`src/rtl/and_operand_loader_if.sv`:
```
// Operand-loader bus: byte-stream input handshake plus the paired-operand
// output slot and its status.
//   in_data/in_valid/in_sync/in_ready : upstream byte stream (A then B)
//   op_a/op_b/op_valid/op_ready       : issued operand pair to the AND stage
//   pair_count/busy                   : status (pairs consumed, work pending)
// master = producer/consumer side, slave = the loader.
interface and_operand_loader_if #(
  parameter int unsigned WIDTH = 8,
  parameter int unsigned CNT_W = 8
);
  logic [WIDTH-1:0] in_data;
  logic             in_valid;
  logic             in_sync;
  logic             in_ready;
  logic [WIDTH-1:0] op_a;
  logic [WIDTH-1:0] op_b;
  logic             op_valid;
  logic             op_ready;
  logic [CNT_W-1:0] pair_count;
  logic             busy;

  modport master (
    output in_data, in_valid, in_sync, op_ready,
    input  in_ready, op_a, op_b, op_valid, pair_count, busy
  );

  modport slave (
    input  in_data, in_valid, in_sync, op_ready,
    output in_ready, op_a, op_b, op_valid, pair_count, busy
  );
endinterface

```
`src/rtl/and_operand_loader.sv`:
```
// Operand-capture stage for the AND unit. Pairs consecutive accepted bytes
// as operand A then operand B and presents each pair in a registered output
// slot. While a pair waits in the slot, the next A byte can still be staged.
// Ports:
//   clk   : rising-edge clock
//   rst_n : asynchronous active-low reset
//   bus   : and_operand_loader_if.slave (input stream, output slot, status)
module and_operand_loader #(
  parameter int unsigned WIDTH = 8,
  parameter int unsigned CNT_W = 8
) (
  input logic                clk,
  input logic                rst_n,
  and_operand_loader_if.slave bus
);

  typedef enum logic {
    LOAD_A = 1'b0,
    LOAD_B = 1'b1
  } state_t;

  state_t           state;
  logic [WIDTH-1:0] a_stage;
  logic [WIDTH-1:0] op_a_q;
  logic [WIDTH-1:0] op_b_q;
  logic             op_valid_q;
  logic [CNT_W-1:0] pair_count_q;

  logic in_ready_c;
  logic accept_c;
  logic issue_c;
  logic complete_c;

  // A beat is always taken; a B beat only if the slot is free or draining now.
  assign in_ready_c = (state == LOAD_A) | ~op_valid_q | bus.op_ready;
  assign accept_c   = bus.in_valid & in_ready_c;
  assign issue_c    = op_valid_q & bus.op_ready;
  assign complete_c = accept_c & (state == LOAD_B) & ~bus.in_sync;

  // Pairing FSM, output slot and issued-pair counter.
  always_ff @(posedge clk or negedge rst_n) begin
    if (!rst_n) begin
      state        <= LOAD_A;
      a_stage      <= '0;
      op_a_q       <= '0;
      op_b_q       <= '0;
      op_valid_q   <= 1'b0;
      pair_count_q <= '0;
    end else begin
      if (issue_c) begin
        pair_count_q <= pair_count_q + CNT_W'(1);
      end

      // A completing pair refills the slot even in the cycle it drains.
      if (complete_c) begin
        op_valid_q <= 1'b1;
      end else if (issue_c) begin
        op_valid_q <= 1'b0;
      end

      case (state)
        LOAD_A: begin
          if (accept_c) begin
            a_stage <= bus.in_data;
            state   <= LOAD_B;
          end
        end
        LOAD_B: begin
          if (accept_c) begin
            if (bus.in_sync) begin
              // Realignment: this beat is a fresh A, slot untouched.
              a_stage <= bus.in_data;
            end else begin
              op_a_q <= a_stage;
              op_b_q <= bus.in_data;
              state  <= LOAD_A;
            end
          end
        end
        default: state <= LOAD_A;
      endcase
    end
  end

  assign bus.in_ready   = in_ready_c;
  assign bus.op_a       = op_a_q;
  assign bus.op_b       = op_b_q;
  assign bus.op_valid   = op_valid_q;
  assign bus.pair_count = pair_count_q;
  assign bus.busy       = (state == LOAD_B) | op_valid_q;

endmodule

```
`src/flat_wrapper.sv`:
```
// flat-port wrapper written by rule: the top's interface ports become plain ports
module and_operand_loader_flat 
#(
  parameter int unsigned WIDTH = 8,
  parameter int unsigned CNT_W = 8
)
  (clk, rst_n, bus_in_data, bus_in_valid, bus_in_sync, bus_op_ready, bus_in_ready, bus_op_a, bus_op_b, bus_op_valid, bus_pair_count, bus_busy);
  and_operand_loader_if #(.WIDTH(WIDTH), .CNT_W(CNT_W)) bus_i ();
  input logic clk;
  input logic rst_n;
  input wire logic [$bits(bus_i.in_data)-1:0] bus_in_data;
  input wire logic [$bits(bus_i.in_valid)-1:0] bus_in_valid;
  input wire logic [$bits(bus_i.in_sync)-1:0] bus_in_sync;
  input wire logic [$bits(bus_i.op_ready)-1:0] bus_op_ready;
  output wire logic [$bits(bus_i.in_ready)-1:0] bus_in_ready;
  output wire logic [$bits(bus_i.op_a)-1:0] bus_op_a;
  output wire logic [$bits(bus_i.op_b)-1:0] bus_op_b;
  output wire logic [$bits(bus_i.op_valid)-1:0] bus_op_valid;
  output wire logic [$bits(bus_i.pair_count)-1:0] bus_pair_count;
  output wire logic [$bits(bus_i.busy)-1:0] bus_busy;
  assign bus_i.in_data = bus_in_data;
  assign bus_i.in_valid = bus_in_valid;
  assign bus_i.in_sync = bus_in_sync;
  assign bus_i.op_ready = bus_op_ready;
  assign bus_in_ready = bus_i.in_ready;
  assign bus_op_a = bus_i.op_a;
  assign bus_op_b = bus_i.op_b;
  assign bus_op_valid = bus_i.op_valid;
  assign bus_pair_count = bus_i.pair_count;
  assign bus_busy = bus_i.busy;
  and_operand_loader #(.WIDTH(WIDTH), .CNT_W(CNT_W)) u_core (.clk(clk), .rst_n(rst_n), .bus(bus_i));
endmodule
```
`config.mk`:
```
export PLATFORM = sky130hd
export DESIGN_NAME = and_operand_loader_flat
export DESIGN_NICKNAME = d
export VERILOG_FILES = /design/src/rtl/and_operand_loader_if.sv /design/src/rtl/and_operand_loader.sv /design/src/flat_wrapper.sv
export SDC_FILE = /design/constraint.sdc
export NUM_CORES = 1
export LEC_CHECK = 0
export CORE_MARGIN = 4
export CORE_UTILIZATION = 50
export DETAILED_ROUTE_END_ITERATION = 10
export MAX_ROUTING_LAYER = met4
export PLACE_DENSITY = 0.83
export SLEW_MARGIN = 10
export SYNTH_ARGS = -nofsm -noshare
export SYNTH_HDL_FRONTEND = slang
export SYNTH_SLANG_ARGS = --single-unit
```
`constraint.sdc`:
```
create_clock -name clk -period 3.96 [get_ports clk]
set_clock_uncertainty 0.15 [all_clocks]
set_input_delay 0.594 -clock clk [delete_from_list [all_inputs] [get_ports clk]]
set_output_delay 0.594 -clock clk [all_outputs]
set_load 0.005 [all_outputs]
```
Word level (Yosys, flattened, before mapping)
Index checks and enable logic that the tools add are counted.
{ "classes": {"mux": 10, "bitwise_logic": 10, "n_reduce_logical": 3, "n_addsub": 1, "n_eq_ne": 3} }
{ "ops": {"columns": ["cell", "count"], "rows": [
  ["$mux 8", 3],
  ["$pmux 8 s2", 1],
  ["$add 8x1->8 const B", 1],
  ["$reduce_and 3->1", 2],
  ["$mux 1", 5],
  ["$and 1x1->1", 4],
  ["$ne 2x2->1 const B", 2],
  ["$not 1->1", 3],
  ["$or 1x1->1", 3],
  ["$ne 2x1->1 const B", 1],
  ["$pmux 1 s2", 1],
  ["$reduce_bool 2->1", 1]
]} }
{ "word_totals": {"wordCells": 33, "regBits": 34, "out_inout_bits": 27, "inputBits": 13} }

Depth between registers and ports, before layout
Gate-level depths: netlist of run 1.
{ "logic_depth": {"depth_word": 7, "mapped_depth": 4} }

Least setup slack after synthesis of run 1
OpenSTA, ideal clock, no wires.
{ "synth_path": {"path_kind": "input-to-reg", "startpoint": "input bus_op_ready", "endpoint": "register u_core.op_a_q[6], in the netlist u_core.bus.op_a[6]", "path_slack_ns": 2.219, "setup_ns": 0.125, "required_ns": 3.685, "stages": 4, "t_arrival_ns": 1.466, "cell_sequence": "nor2b_4 nor3_4 buf_12 mux2_4"} }
{ "synth_between": {"elab_chain_len": 3} }
{ "synth_lines": {"columns": ["element", "line", "text"], "rows": [
  ["from (decl)", "flat_wrapper.sv:14", "input wire logic [$bits(bus_i.op_ready)-1:0] bus_op_ready;"],
  ["$or 1x1->1", "and_operand_loader.sv:35", "assign in_ready_c = (state == LOAD_A) | ~op_valid_q | bus.op_ready;"],
  ["$and 1x1->1", "and_operand_loader.sv:36", "assign accept_c = bus.in_valid & in_ready_c;"],
  ["$reduce_and 3->1 (no source line)", null, null],
  ["to (signal assigned)", "and_operand_loader.sv:74", "op_a_q <= a_stage;"],
  ["to (decl)", "and_operand_loader.sv:24", "logic [WIDTH-1:0] op_a_q;"]
]} }
No other way between the ends.
A chain may end at the register's enable or synchronous reset.

Worst setup path in the final report of run 1
{ "layout_path": {"startpoint": "input bus_op_ready", "endpoint": "output bus_in_ready"} }
{ "layout_between": {"elab_chain_len": 1} }
{ "layout_lines": {"columns": ["element", "line", "text"], "rows": [
  ["$or 1x1->1", "and_operand_loader.sv:35", null],
  ["to (decl)", "flat_wrapper.sv:15", "output wire logic [$bits(bus_i.in_ready)-1:0] bus_in_ready;"]
]} }
No other way between the ends.

==> results of run 1 <==
==> worst max-delay path, stage by stage <==
cell and delay, ns:
sky130_fd_sc_hd__clkdlybuf4s50_1 0.48, sky130_fd_sc_hd__nor2b_4 0.19, sky130_fd_sc_hd__nand2_1 0.08, sky130_fd_sc_hd__clkdlybuf4s50_1 0.45
==> power breakdown <==
part | internal, mW | switching [mW]
Sequential | 0.445 | 0.0693
Clock | 0.0662 | 0.108
Combinational | 0.243 | 0.0967
==> cell type report <==
class,count,area [um^2]
clock buffers,6,41.3
well taps,30,37.5
repair buffers,40,398
fillers,184,708
clock inverters,1,7.51
flip-flops and latches,34,851
multi-input cells,54,517
inverters,2,7.51
==> per-stage QoR <==
| stage | hold WS [ns] | util |
|---|---|---|
| final | 0.358 | 0.724 |
| after global routing | 0.379 | 0.724 |
| after CTS | 0.367 | 0.724 |
| after detailed placement | 0.343 | 0.705 |
| after global placement | 0.330 | 0.705 |
| after floorplan | 0.148 | - |
==> placed cells by master, fill, tap and decap left out <==
cell	count
sky130_fd_sc_hd__clkdlybuf4s50_1	39
sky130_fd_sc_hd__dfrtp_1	34
sky130_fd_sc_hd__mux2_2	17
sky130_fd_sc_hd__mux2_4	8
sky130_fd_sc_hd__nand2_1	6
sky130_fd_sc_hd__nor2_1	5
sky130_fd_sc_hd__xnor2_1	5
sky130_fd_sc_hd__clkbuf_4	5
sky130_fd_sc_hd__or2_2	2
sky130_fd_sc_hd__inv_1	2
sky130_fd_sc_hd__nand4_1	2
sky130_fd_sc_hd__nor2b_4	1
sky130_fd_sc_hd__nor3_4	1
sky130_fd_sc_hd__nand3_1	1
sky130_fd_sc_hd__o21ai_0	1
sky130_fd_sc_hd__nand2_2	1
sky130_fd_sc_hd__or4_4	1
sky130_fd_sc_hd__xnor2_2	1
sky130_fd_sc_hd__xor2_1	1
sky130_fd_sc_hd__ha_1	1
sky130_fd_sc_hd__clkinvlp_4	1
sky130_fd_sc_hd__clkbuf_1	1
sky130_fd_sc_hd__buf_4	1
==> Yosys cell counts (all sizes together) <==
master,number
buf,1
nor2b,1
nor2,5
inv,2
o21ai,1
xor2,1
nand2,7
ha,1
or4,1
nor3,1
dfrtp,34
nand3,1
nand4,2
mux2,25
or2,2
xnor2,6
==> worst paths after layout <==
| path | to | slack (ns) | depth (start not counted) |
|---|---|---|---|
| setup / recovery | bus_in_ready | 1.43 | 4 |
| hold / removal | u_core.bus.pair_count[7] | 0.36 | 1 |
| setup reg to reg | u_core.bus.op_a[4] | 1.92 | 3 |
| hold reg to reg | u_core.bus.pair_count[7] | 0.36 | 1 |
| max in group asynchronous | u_core.bus.op_b[6] | 2.86 | 2 |
| min in group asynchronous | u_core.bus.op_valid | 0.50 | 2 |
==> cell families after synthesis <==
| logic type | Yosys count |
|---|---|
| adder cells (fa/ha/maj) | 1 |
| AO/OA/AOI/OAI | 1 |
| buffers and inverters | 3 |
| flip-flops | 34 |
| AND/OR/NAND/NOR | 20 |
| multiplexers | 25 |
| XOR/XNOR | 7 |
==> flip-flops by register name, summed over array words and instances, names as in the netlist <==
register               count
u_core.a_stage             8
u_core.bus.op_a            8
u_core.bus.op_b            8
u_core.bus.op_valid        1
u_core.bus.pair_count      8
u_core.state               1
==> metal layers <==
metal | vias to the layer above | share of wire | global-route usage
li1 | 401 | - | -
met1 | 395 | 0.45 | 0.195
met2 | 34 | 0.46 | 0.240
met3 | 5 | 0.078 | 0.0511
met4 | 0 | 0.015 | 0.102
met5 | - | 0 | -
==> flow_results.xml, run 1 <==
<?xml version="1.0" encoding="UTF-8"?>
<metrics>
  <group name="global_routing">
    <metric name="global_route_wire_length_before_repair" unit="mm">4.08</metric>
    <metric name="grt_antenna_before_repair" unit="">0</metric>
    <metric name="total_routing_resource_utilization_after_global_routing" unit="">0.164</metric>
    <metric name="first_global_vias" unit="">898</metric>
    <metric name="largest_net_degree_at_the_start_of_global_routing" unit="">35</metric>
    <metric name="grt-ovfl-total" unit="">0</metric>
  </group>
  <group name="synth">
    <metric name="net_count_after_synthesis" unit="">105</metric>
    <metric name="number_of_flip_flops_and_latches_in_the_synthesized_netlist" unit="">34</metric>
    <metric name="post_synthesis_compound_gate_area_fraction" unit="">0.00359</metric>
    <metric name="yosysWarningCount" unit="">0</metric>
    <metric name="netlist.top_cell.by_area" unit="">sky130_fd_sc_hd__dfrtp_1</metric>
    <metric name="synth_top_family_by_area" unit="">multiplexers</metric>
    <metric name="syn-instance-count" unit="">91</metric>
    <metric name="postSynthAreaPerCell" unit="um^2">15.3</metric>
    <metric name="post_synth_num_cell_types" unit="">19</metric>
    <metric name="yosys.area_share.simple" unit="">0.0852</metric>
    <metric name="synth-adder-area-share" unit="">0.00897</metric>
    <metric name="synth_xor_xnor_area_share" unit="">0.0493</metric>
    <metric name="synth.area.top_cells" unit="">sky130_fd_sc_hd__dfrtp_1 61%, sky130_fd_sc_hd__mux2_2 14%, sky130_fd_sc_hd__mux2_4 8.6%</metric>
    <metric name="synthMuxAreaShare" unit="">0.223</metric>
    <metric name="synth_sequential_area_ratio" unit="">0.610</metric>
    <metric name="post_synth_instance_area" unit="um^2">1400</metric>
    <metric name="yosys.area.top_type_share" unit="">0.610</metric>
  </group>
  <group name="worst_setup_path">
    <metric name="worst_setup_path_startpoint" unit="">bus_op_ready</metric>
    <metric name="timing.critical_path.fanout_max" unit="">4</metric>
    <metric name="timing.critical_path.from_type" unit="">primary input</metric>
    <metric name="end_kind" unit="">output pin</metric>
    <metric name="worstReg2RegStart" unit="">u_core.bus.op_valid</metric>
    <metric name="cp_data_required_time" unit="ns">3.22</metric>
    <metric name="data_arrival_critical_path" unit="ns">1.79</metric>
    <metric name="worst-setup-path-type" unit="">primary input to output pin</metric>
  </group>
  <group name="final_layout">
    <metric name="layout.cell_area.non_filler" unit="um^2">1860</metric>
    <metric name="layout-drive-gt1-share" unit="">0.285</metric>
    <metric name="areaGrowthSynthToFinish" unit="%">33.3</metric>
    <metric name="nNetsFinal" unit="">151</metric>
    <metric name="antenna_cells_inserted" unit="">0</metric>
    <metric name="final-instance-count-excl-fill" unit="">167</metric>
  </group>
  <group name="floorplanning">
    <metric name="die_y" unit="um">60.8</metric>
    <metric name="initial_core_util" unit="">0.543</metric>
    <metric name="rows" unit="">18</metric>
    <metric name="core" unit="um^2">2570</metric>
    <metric name="num_io_pins" unit="">40</metric>
    <metric name="fp.dieArea" unit="um^2">3700</metric>
    <metric name="die_width" unit="um">60.8</metric>
  </group>
  <group name="route">
    <metric name="drt-initial-drc-count" unit="">24</metric>
    <metric name="antenna_left" unit="">0</metric>
    <metric name="route.detailed.drc" unit="">0</metric>
    <metric name="route.detailed.vias_per_inst" unit="">5.00</metric>
    <metric name="routed-via-count" unit="">835</metric>
    <metric name="wl" unit="mm">2.48</metric>
    <metric name="drt_first_pass_iters" unit="">4</metric>
    <metric name="wire_per_inst" unit="um">14.9</metric>
  </group>
  <group name="power">
    <metric name="p_leak" unit="nW">0.800</metric>
    <metric name="vdd_drop_max" unit="mV">0.440</metric>
    <metric name="finalPower" unit="mW">1.03</metric>
    <metric name="power.density_cell_area" unit="nW/um^2">553</metric>
  </group>
  <group name="placement">
    <metric name="dp_slack" unit="ns">1.26</metric>
    <metric name="dp.final_hpwl" unit="mm">1.81</metric>
    <metric name="gp_routability_congestion" unit="">0.798</metric>
    <metric name="placement.cell_area" unit="um^2">1810</metric>
    <metric name="numPortBuffers" unit="">39</metric>
    <metric name="placed_cells" unit="">160</metric>
  </group>
  <group name="clocking">
    <metric name="root_buffer" unit="">sky130_fd_sc_hd__clkbuf_4</metric>
    <metric name="clk_pin_slew_worst_paths" unit="ns">0.09</metric>
    <metric name="cts-htree-levels" unit="">2</metric>
    <metric name="post_cts.repair.setup_buffers" unit="">0</metric>
    <metric name="cts_buffers" unit="">5</metric>
    <metric name="cts.hold.buffers_added" unit="">0</metric>
    <metric name="clk_path_buf_depth" unit="">2</metric>
    <metric name="insertion_delay" unit="ns">0.33</metric>
    <metric name="cts_tree" unit="">built</metric>
    <metric name="clkSinkCount" unit="">34</metric>
    <metric name="cts_resized" unit="">0</metric>
  </group>
  <group name="timing">
    <metric name="final.setup.worst_slack" unit="ns">1.43</metric>
    <metric name="slew_of_the_pin_with_the_lowest_slew_margin" unit="ns">0.961</metric>
    <metric name="relSlewSlack" unit="">0.358</metric>
    <metric name="finalCritPeriodShare" unit="">0.640</metric>
    <metric name="final_hold_viol_count" unit="">0</metric>
    <metric name="slew_viol_final" unit="">0</metric>
    <metric name="clock.fmax" unit="MHz">395</metric>
    <metric name="report.final.setup_viol" unit="">0</metric>
    <metric name="rsz0062_at_grt" unit="">false</metric>
    <metric name="layout_min_cycle_time" unit="ns">2.53</metric>
    <metric name="final.setup.tns" unit="ns">0</metric>
  </group>
  <group name="hold_path">
    <metric name="holdCritStartpoint" unit="">u_core.bus.pair_count[7]</metric>
    <metric name="hold_path.class" unit="">flop to flop</metric>
  </group>
  <group name="run_status">
    <metric name="run_status" unit="">finished clean</metric>
  </group>
  <group name="flow_run">
    <metric name="timing.max_cap.violations" unit="">0</metric>
  </group>
</metrics>
Note: power is estimated with default switching activity, not from simulation.
==> inputs of run 2 (changes only) <==
Settings changed: CORE_UTILIZATION 50 to 46, PLACE_DENSITY 0.83 to 0.78.
Clock period 3.96 ns to 2.5 ns, I/O delays scaled along.
==> run 2 against run 1 <==
- register-to-register slack got worse by 1.1 ns
- critical path depth unchanged
- power increased by 63%
- largest cell class unchanged
==> flow_results.xml, run 2 (same netlist as run 1, synthesis figures left out) <==
<?xml version="1.0" encoding="UTF-8"?>
<metrics>
  <group name="power">
    <metric name="internal-power" unit="mW">1.23</metric>
    <metric name="vdd_drop_max" unit="mV">0.603</metric>
    <metric name="power.density_cell_area" unit="nW/um^2">895</metric>
    <metric name="switching_share" unit="">0.270</metric>
    <metric name="p_seq_frac" unit="">0.487</metric>
    <metric name="clock_power_share" unit="">0.189</metric>
    <metric name="net-switching-power" unit="mW">0.454</metric>
    <metric name="p_leak" unit="nW">0.816</metric>
    <metric name="share_comb_of_total_power" unit="">0.324</metric>
  </group>
  <group name="final_layout">
    <metric name="mostFrequentLayoutCell" unit="">sky130_fd_sc_hd__clkdlybuf4s50_1</metric>
    <metric name="antenna_cells_inserted" unit="">0</metric>
    <metric name="layout-drive-gt1-share" unit="">0.295</metric>
    <metric name="commonest_cells_after_routing_fill_and_taps_aside" unit="">39 x sky130_fd_sc_hd__clkdlybuf4s50_1, 34 x sky130_fd_sc_hd__dfrtp_1, 17 x sky130_fd_sc_hd__mux2_2</metric>
    <metric name="fillCellCount" unit="">220</metric>
    <metric name="areaGrowthSynthToFinish" unit="%">34.7</metric>
    <metric name="fin_util" unit="">0.664</metric>
    <metric name="nNetsFinal" unit="">152</metric>
  </group>
  <group name="timing">
    <metric name="final_hold_viol_count" unit="">0</metric>
    <metric name="report.final.setup_viol" unit="">0</metric>
    <metric name="relSlewSlack" unit="">0.715</metric>
    <metric name="slew_of_the_pin_with_the_lowest_slew_margin" unit="ns">0.427</metric>
    <metric name="rsz0062_at_grt" unit="">false</metric>
    <metric name="final.setup.tns" unit="ns">0</metric>
    <metric name="slew_viol_final" unit="">0</metric>
    <metric name="layout_min_cycle_time" unit="ns">2.08</metric>
    <metric name="clock.fmax" unit="MHz">480</metric>
    <metric name="finalCritPeriodShare" unit="">0.834</metric>
  </group>
  <group name="global_routing">
    <metric name="first_global_vias" unit="">959</metric>
    <metric name="grt-ovfl-total" unit="">0</metric>
    <metric name="grt_antenna_before_repair" unit="">0</metric>
    <metric name="largest_net_degree_at_the_start_of_global_routing" unit="">35</metric>
    <metric name="total_routing_resource_utilization_after_global_routing" unit="">0.150</metric>
    <metric name="global_route_wire_length_before_repair" unit="mm">4.53</metric>
  </group>
  <group name="route">
    <metric name="antenna_left" unit="">0</metric>
    <metric name="drt_first_pass_iters" unit="">4</metric>
    <metric name="drt-initial-drc-count" unit="">39</metric>
    <metric name="wl" unit="mm">2.64</metric>
    <metric name="route.detailed.drc" unit="">0</metric>
    <metric name="wire_per_inst" unit="um">15.5</metric>
    <metric name="routed-via-count" unit="">873</metric>
    <metric name="route.detailed.vias_per_inst" unit="">5.14</metric>
  </group>
  <group name="worst_setup_path">
    <metric name="crit_chain" unit="">clkdlybuf4s50_1 -&gt; nor2b_4 -&gt; nand2_1 -&gt; clkdlybuf4s50_1</metric>
    <metric name="cp_data_required_time" unit="ns">1.98</metric>
    <metric name="reg2reg_depth" unit="">4</metric>
    <metric name="cp.buffers_inverters" unit="">2</metric>
    <metric name="worstReg2RegEnd" unit="">u_core.bus.op_a[5]</metric>
    <metric name="end_kind" unit="">output pin</metric>
    <metric name="timing.critical_path.from_type" unit="">primary input</metric>
    <metric name="worst-setup-path-type" unit="">primary input to output pin</metric>
    <metric name="timing.critical_path.slowest_cell_delay" unit="ns">0.48</metric>
    <metric name="regToRegSetupSlack" unit="ns">0.83</metric>
    <metric name="timing.critical_path.max_delay_family" unit="">buffers and inverters</metric>
    <metric name="worstReg2RegStart" unit="">u_core.bus.op_valid</metric>
    <metric name="data_arrival_critical_path" unit="ns">1.56</metric>
    <metric name="timing.critical_path.slowest_stage_cell" unit="">sky130_fd_sc_hd__clkdlybuf4s50_1</metric>
    <metric name="worst_path_most_repeated_cell" unit="">sky130_fd_sc_hd__clkdlybuf4s50_1</metric>
    <metric name="worst-path-stages" unit="">4</metric>
    <metric name="timing.critical_path.fanout_max" unit="">4</metric>
  </group>
  <group name="clocking">
    <metric name="cts.hold.buffers_added" unit="">0</metric>
    <metric name="clk_pin_slew_worst_paths" unit="ns">0.10</metric>
    <metric name="cts_resized" unit="">0</metric>
    <metric name="clkSinkCount" unit="">34</metric>
    <metric name="cts_buffers" unit="">5</metric>
    <metric name="post_cts.repair.setup_buffers" unit="">0</metric>
    <metric name="root_buffer" unit="">sky130_fd_sc_hd__clkbuf_4</metric>
    <metric name="cts_tree" unit="">built</metric>
    <metric name="insertion_delay" unit="ns">0.34</metric>
    <metric name="clk_path_buf_depth" unit="">2</metric>
    <metric name="cts-htree-levels" unit="">2</metric>
  </group>
  <group name="hold_path">
    <metric name="hold_path.class" unit="">primary input to asynchronous set/reset pin</metric>
  </group>
  <group name="run_status">
    <metric name="run_status" unit="">finished clean</metric>
  </group>
  <group name="floorplanning">
    <metric name="num_io_pins" unit="">40</metric>
    <metric name="rows" unit="">19</metric>
    <metric name="die_width" unit="um">63.1</metric>
    <metric name="core" unit="um^2">2830</metric>
    <metric name="initial_core_util" unit="">0.493</metric>
    <metric name="die_y" unit="um">63.1</metric>
    <metric name="fp.dieArea" unit="um^2">3980</metric>
  </group>
  <group name="placement">
    <metric name="numPortBuffers" unit="">39</metric>
    <metric name="dp.final_hpwl" unit="mm">1.89</metric>
    <metric name="gp_routability_congestion" unit="">0.865</metric>
  </group>
  <group name="flow_run">
    <metric name="timing.max_cap.violations" unit="">0</metric>
  </group>
</metrics>
run 2: cell count changes in the layout (fill, tap and decap cells not counted):
cell	delta
sky130_fd_sc_hd__clkbuf_8	+1
sky130_fd_sc_hd__clkinv_2	+1
sky130_fd_sc_hd__clkinvlp_4	-1
sky130_fd_sc_hd__buf_4	+1
run 2: how the worst max path moves through the flow:
| stage | from | to | slack [ns] |
|---|---|---|---|
| after floorplan | u_core.bus.op_valid | u_core.bus.op_a[6] | 0.84 |
| after global placement | bus_op_ready | bus_in_ready | 0.40 |
| after detailed placement | bus_in_valid | u_core.bus.op_a[7] | 0.39 |
| after CTS | bus_op_ready | bus_in_ready | 0.41 |
| after global routing | bus_op_ready | bus_in_ready | 0.36 |
| final | bus_op_ready | bus_in_ready | 0.42 |
run 2: final cells by class:
cell class / instances / area, um^2 / share of cell area
clock inverter: 1 / 5.00 / 0.00266
clock buffer: 7 / 55.1 / 0.0293
timing repair buffer: 41 / 405 / 0.216
inverter: 2 / 7.51 / 0.00399
tap: 31 / 38.8 / 0.0206
multi-input combinational: 54 / 517 / 0.275
sequential: 34 / 851 / 0.453
run 2: power by group through the flow:
stage	sequential (mW)	clock, mW	combinational (mW)
global placement	0.820	0	0.537
global route	0.844	0.360	0.595
floorplan	0.823	0	0.212
detailed placement	0.830	0	0.555
CTS	0.822	0.331	0.558
finish	0.819	0.318	0.545
run 2: metrics by stage:
stage | instances | cell area [um^2] | worst slack [ns] | total power [mW] | hold WS [ns]
6_report | 170 | 1880 | 0.415 | 1.68 | 0.292
5_1_grt | 170 | 1880 | 0.361 | 1.80 | 0.321
4_1_cts | 170 | 1880 | 0.412 | 1.71 | 0.298
3_5_place_dp | 162 | 1820 | 0.395 | 1.39 | 0.338
3_3_place_gp | 162 | 1820 | 0.402 | 1.36 | 0.330
2_1_floorplan | 91 | 1400 | 0.836 | 1.04 | -0.0706
run 2: layer usage:
layer | up-vias | track usage | share of wire
met1 | 433 | 0.185 | 0.45
met2 | 32 | 0.233 | 0.47
met3 | 4 | 0.0568 | 0.068
li1 | 404 | - | -
met4 | 0 | 0.0413 | 0.0099
met5 | - | - | 0
